## src/rtl/rv32i_types.sv

```systemverilog
// rv32i_types: shared RV32I opcodes, fetch queue entry and fetch FSM state types
package rv32i_types;
  localparam logic [6:0] op_br  = 7'b1100011;
  localparam logic [6:0] op_jal = 7'b1101111;
  typedef struct packed {
    logic [31:0] pc;
    logic [31:0] instruction;
    logic        pred_taken;
    logic [31:0] pred_target;
  } fetch_entry_t;
  typedef enum logic {FETCH, DRAIN} fetch_state_t;
endpackage

```

## src/rtl/fetch_queue.sv

```systemverilog
// fetch_queue: circular FIFO of fetch entries (push, pop, flush, count, full, empty); head reads 0 when empty
module fetch_queue
  import rv32i_types::*;
#(
  parameter int QUEUE_DEPTH = 4
) (
  input  logic                             clk,
  input  logic                             rst,
  input  logic                             push,
  input  logic                             pop,
  input  logic                             flush,
  input  fetch_entry_t                     din,
  output fetch_entry_t                     dout,
  output logic [$clog2(QUEUE_DEPTH+1)-1:0] count,
  output logic                             full,
  output logic                             empty
);
  localparam int PW = $clog2(QUEUE_DEPTH);
  localparam int CW = $clog2(QUEUE_DEPTH + 1);
  fetch_entry_t mem [QUEUE_DEPTH];
  logic [PW-1:0] wr_ptr, rd_ptr;
  assign full  = count == CW'(QUEUE_DEPTH);
  assign empty = count == '0;
  assign dout  = empty ? '0 : mem[rd_ptr];
  always_ff @(posedge clk)
    if (push) mem[wr_ptr] <= din;
  always_ff @(posedge clk)
    if (rst || flush) begin
      wr_ptr <= '0;
      rd_ptr <= '0;
      count  <= '0;
    end else begin
      wr_ptr <= wr_ptr + PW'(push);
      rd_ptr <= rd_ptr + PW'(pop);
      count  <= count + CW'(push) - CW'(pop);
    end
endmodule

```

## src/rtl/fetch_unit.sv

```systemverilog
// fetch_unit: decoupled RV32I fetch front end (one outstanding imem read, queue to decode, redirect flush); FETCH_PREDICT_EN enables static prediction
module fetch_unit
  import rv32i_types::*;
#(
  parameter int          QUEUE_DEPTH = 4,
  parameter logic [31:0] RESET_PC    = 32'h00000060
) (
  input  logic        clk,
  input  logic        rst,
  output logic        imem_read,
  output logic [31:0] imem_address,
  input  logic        imem_resp,
  input  logic [31:0] imem_rdata,
  input  logic        redirect,
  input  logic [31:0] redirect_pc,
  output logic        fd_valid,
  input  logic        fd_ready,
  output logic [31:0] fd_pc,
  output logic [31:0] fd_pc_plus4,
  output logic [31:0] fd_instruction,
  output logic        fd_pred_taken,
  output logic [31:0] fd_pred_target
);
  localparam int CW = $clog2(QUEUE_DEPTH + 1);
  fetch_state_t state, state_next;
  logic [31:0] fetch_pc, req_addr, pred_target;
  logic outstanding_q, pred_taken, push, pop, full, empty;
  logic [CW-1:0] count;
  fetch_entry_t entry, head;
  assign imem_read    = !rst && (outstanding_q || (state == FETCH && count < CW'(QUEUE_DEPTH)));
  assign imem_address = outstanding_q ? req_addr : fetch_pc;
  assign push         = state == FETCH && imem_read && imem_resp && !redirect;
  assign pop          = fd_valid && fd_ready && !redirect;
  always_comb state_next = (imem_read && !imem_resp && (redirect || state == DRAIN)) ? DRAIN : FETCH;
`ifdef FETCH_PREDICT_EN
  logic [31:0] b_imm, j_imm;
  logic [6:0] opcode;
  always_comb begin
    opcode      = imem_rdata[6:0];
    b_imm       = {{20{imem_rdata[31]}}, imem_rdata[7], imem_rdata[30:25], imem_rdata[11:8], 1'b0};
    j_imm       = {{12{imem_rdata[31]}}, imem_rdata[19:12], imem_rdata[20], imem_rdata[30:21], 1'b0};
    pred_taken  = (opcode == op_br && imem_rdata[31]) || opcode == op_jal;
    pred_target = fetch_pc + (opcode == op_jal ? j_imm : pred_taken ? b_imm : 32'd4);
  end
`else
  always_comb begin
    pred_taken  = 1'b0;
    pred_target = fetch_pc + 32'd4;
  end
`endif
  always_ff @(posedge clk)
    if (rst) begin
      state         <= FETCH;
      fetch_pc      <= RESET_PC;
      req_addr      <= RESET_PC;
      outstanding_q <= 1'b0;
    end else begin
      state         <= state_next;
      outstanding_q <= imem_read && !imem_resp;
      req_addr      <= imem_address;
      fetch_pc      <= redirect ? (redirect_pc & ~32'h3) : push ? pred_target : fetch_pc;
    end
  always_ff @(posedge clk)
    if (!rst) assert (!(push && full));
  assign entry = '{pc: fetch_pc, instruction: imem_rdata, pred_taken: pred_taken, pred_target: pred_target};
  fetch_queue #(.QUEUE_DEPTH(QUEUE_DEPTH)) u_queue (
    .clk(clk), .rst(rst), .push(push), .pop(pop), .flush(redirect),
    .din(entry), .dout(head), .count(count), .full(full), .empty(empty)
  );
  assign fd_valid       = !empty;
  assign fd_pc          = head.pc;
  assign fd_pc_plus4    = head.pc + 32'd4;
  assign fd_instruction = head.instruction;
  assign fd_pred_taken  = head.pred_taken;
  assign fd_pred_target = head.pred_taken ? head.pred_target : fd_pc_plus4;
endmodule
```

## config.mk

```make
export PLATFORM = sky130hd
export DESIGN_NAME = fetch_unit
export DESIGN_NICKNAME = d
export VERILOG_FILES = /design/src/rtl/rv32i_types.sv /design/src/rtl/fetch_queue.sv /design/src/rtl/fetch_unit.sv
export SDC_FILE = /design/constraint.sdc
export NUM_CORES = 1
export LEC_CHECK = 0
export CAP_MARGIN = 25
export CORE_MARGIN = 2
export CORE_UTILIZATION = 57
export DETAILED_ROUTE_END_ITERATION = 10
export GPL_TIMING_DRIVEN = 0
export PLACE_DENSITY = 0.82
export SLEW_MARGIN = 10
export SYNTH_ARGS = -nofsm -noshare
export SYNTH_HDL_FRONTEND = slang
export SYNTH_HIERARCHICAL = 1
export SYNTH_SLANG_ARGS = --single-unit
```

## constraint.sdc

```tcl
create_clock -name clk -period 13 [get_ports clk]
set_input_delay 1.3 -clock clk [delete_from_list [all_inputs] [get_ports clk]]
set_output_delay 1.3 -clock clk [all_outputs]
set_load 0.1 [all_outputs]
```

==> flow_metrics.env <==
export IMPL_status="completed"
export IMPL_max_freq_ghz=0.133
export IMPL_dp_slack_ps=6030
export IMPL_design_area_um2=24500
export IMPL_postPlaceCellArea_um2=23000
export IMPL_min_period_ps=7520
export IMPL_netlist_area_um2=19800
export IMPL_cts_buffers=46
export IMPL_required_ps=11700
export IMPL_crit_arrival_ps=6220
export IMPL_fp_coreArea_um2=34400
export IMPL_rsz0062_at_grt="no"
export IMPL_dr_total_vias=12680
export IMPL_clk_pin_slew_ps=60
export IMPL_diodes=0
export IMPL_hold_viol=0
export IMPL_cap_violations=0
export IMPL_grt_pass1_vias=12569
export IMPL_p_leak_nw=8.07
export IMPL_ant_nets=0
export IMPL_fp_dieArea_um2=36200
export IMPL_crit_fanout=10
export IMPL_post_dp_hpwl_um=35600
export IMPL_relSlewSlack_pct=29.6
export IMPL_die_w_um=190
export IMPL_pwr_share_seq_pct=49.8
export IMPL_holdCritStartpoint="fetch_pc[12]"
export IMPL_hold_path_depth=0
export IMPL_synth_cells=1258
export IMPL_cts_setup_buffers=0
export IMPL_timing_rr_start="outstanding_q"
export IMPL_area_delta_synth_final_pct=23.8
export IMPL_clk_path_buf_depth=3
export IMPL_r2r_setup_slack_ps=8660
export IMPL_ir_worst_vdd_v=0.000101
export IMPL_nFillCells=2211
export IMPL_cts_sinks=459
export IMPL_worst_pin_slew_ps=1050
export IMPL_drive_gt1_share_pct=17.2
export IMPL_clk_latency_ps=550
export IMPL_gp_congestion=0.920
export IMPL_rr_endpoint="u_queue/mem[0][11]"
export IMPL_r2r_cells=12
export IMPL_holdPathEnd="u_queue/mem[0][77]"
export IMPL_start_kind="flop"
export IMPL_startpoint="u_queue/count[2]"
export IMPL_report_final_slew_viol_count=0
export IMPL_setup_tns_final_ps=0
export IMPL_p_switching_uw=796
export IMPL_drc=0
export IMPL_setup_viol=0
export IMPL_num_rows=68
export IMPL_finalClockSkew_ps=16.7
export IMPL_grt_max_degree=51
export IMPL_yosysWarnings=6
export IMPL_wl_um=51700
export IMPL_dp_cells=1980
export IMPL_dr_first_iter_drc_count=1339
export IMPL_cts_hold_buffers=0
export IMPL_switching_share_pct=24.2
export IMPL_clockRootBuffer="clkbuf_16"
export IMPL_h_tree_depth=2
export IMPL_grt_overflow=0
export IMPL_portBuffers=229
export IMPL_grt_first_pass_wirelength_um=77200
export IMPL_hp_class="flop to flop"
export IMPL_io_pins=232
export IMPL_end_kind="output port"
export IMPL_power_total_mw=3.29
export IMPL_vias_per_cell=6.14
export IMPL_pwr_share_clk_pct=39.4
export IMPL_cts_tree="built"
export IMPL_cts_resized=0
export IMPL_grt_util_all_layers_pct=28.8
export IMPL_die_height_um=190
export IMPL_avgRoutedWirePerCell_um=25.0
export IMPL_fin_util_pct=71.3
export IMPL_finalNonFillerCells=2064
export IMPL_first_pass_iters=6
export IMPL_power_frac_comb_pct=10.7
export IMPL_initial_core_util_pct=57.6
export IMPL_antenna_found_initial=1
export IMPL_p_per_area_nw_per_um2=134
export IMPL_whs_ps=501
export IMPL_setup_slack_ps=5480
export IMPL_fin_nets=1649
export IMPL_p_int_mw=2.50
export IMPL_fin_crit_sh_pct=57.9
export IMPL_synth_area_per_cell_um2=15.7
export IMPL_path_class="flop to output port"
area by class of cell:
cell class              count  area, um^2  share of cell area [%]
clock buffers              70        1350                    5.50
multi-input cells         699        6260                    25.5
plain buffers              95         472                    1.92
flip-flops and latches    459       13100                    53.3
inverters                  24        90.1                   0.367
clock inverters            14         144                   0.587
repair buffers            248        2560                    10.4
well taps                 455         569                    2.32
sequential cells by signal (all words and copies together) (netlist names):
register	flops
state	1
u_queue/count	3
fetch_pc	30
u_queue/rd_ptr	2
req_addr	32
outstanding_q	1
u_queue/mem	388
u_queue/wr_ptr	2
how the worst max path moves through the flow:
stage	endpoint	slack (ps)	cells past startpoint
after floorplan	u_queue/mem[0][0]	2930	4
after global placement	u_queue/mem[0][9]	-3720	6
after detailed placement	fd_pred_target[19]	6030	12
after CTS	fd_pred_target[19]	5440	12
after global routing	fd_pred_target[17]	5170	12
final	fd_pred_target[19]	5480	12
power by group through the flow:
stage          Combinational, mW  Sequential (mW)  Clock [mW]
6_report                   0.354             1.64        1.30
5_1_grt                    0.367             1.64        1.37
4_1_cts                    0.352             1.64        1.31
3_5_place_dp               0.350             1.67           0
3_3_place_gp               0.343             1.67           0
2_1_floorplan              0.241             1.67           0
layer usage:
layer / global-route usage (%) / up-vias / part of all wire [%]
met5: 0 / - / 0
met4: 12.2 / 0 / 4.1
met3: 4.47 / 105 / 9.3
met2: 46.7 / 751 / 48
met1: 39.2 / 6333 / 39
li1: - / 5491 / -
cells in the final DEF (no fill, tap or decap), drive strengths merged, types with 12 or more instances in the layout:
master and n:
mux4 97, nor2b 33, buf 57, a31oi 14
xnor2 31, clkdlybuf4s50 229, clkbuf 127, nand4 21
nand3 22, xor2 18, nor4 17, and2 113
inv 24, nor2 42, o31ai 12, or4 17
dfxtp 71, edfxtp 388, nor3 16, nand2 53
conb 20, mux2 41
worst max-delay path, stage by stage (launching register included):
cell             delay [ps]
dfxtp_1                 430
or3_1                   160
clkbuf_1                580
clkbuf_1                410
clkbuf_1                380
and2_1                  320
and4_1                  340
clkbuf_1                450
nand4_1                 460
clkbuf_1                390
or4_1                   460
o211ai_1                100
clkdlybuf4s50_1        1190
No activity file was read; power rests on OpenSTA's default activity.
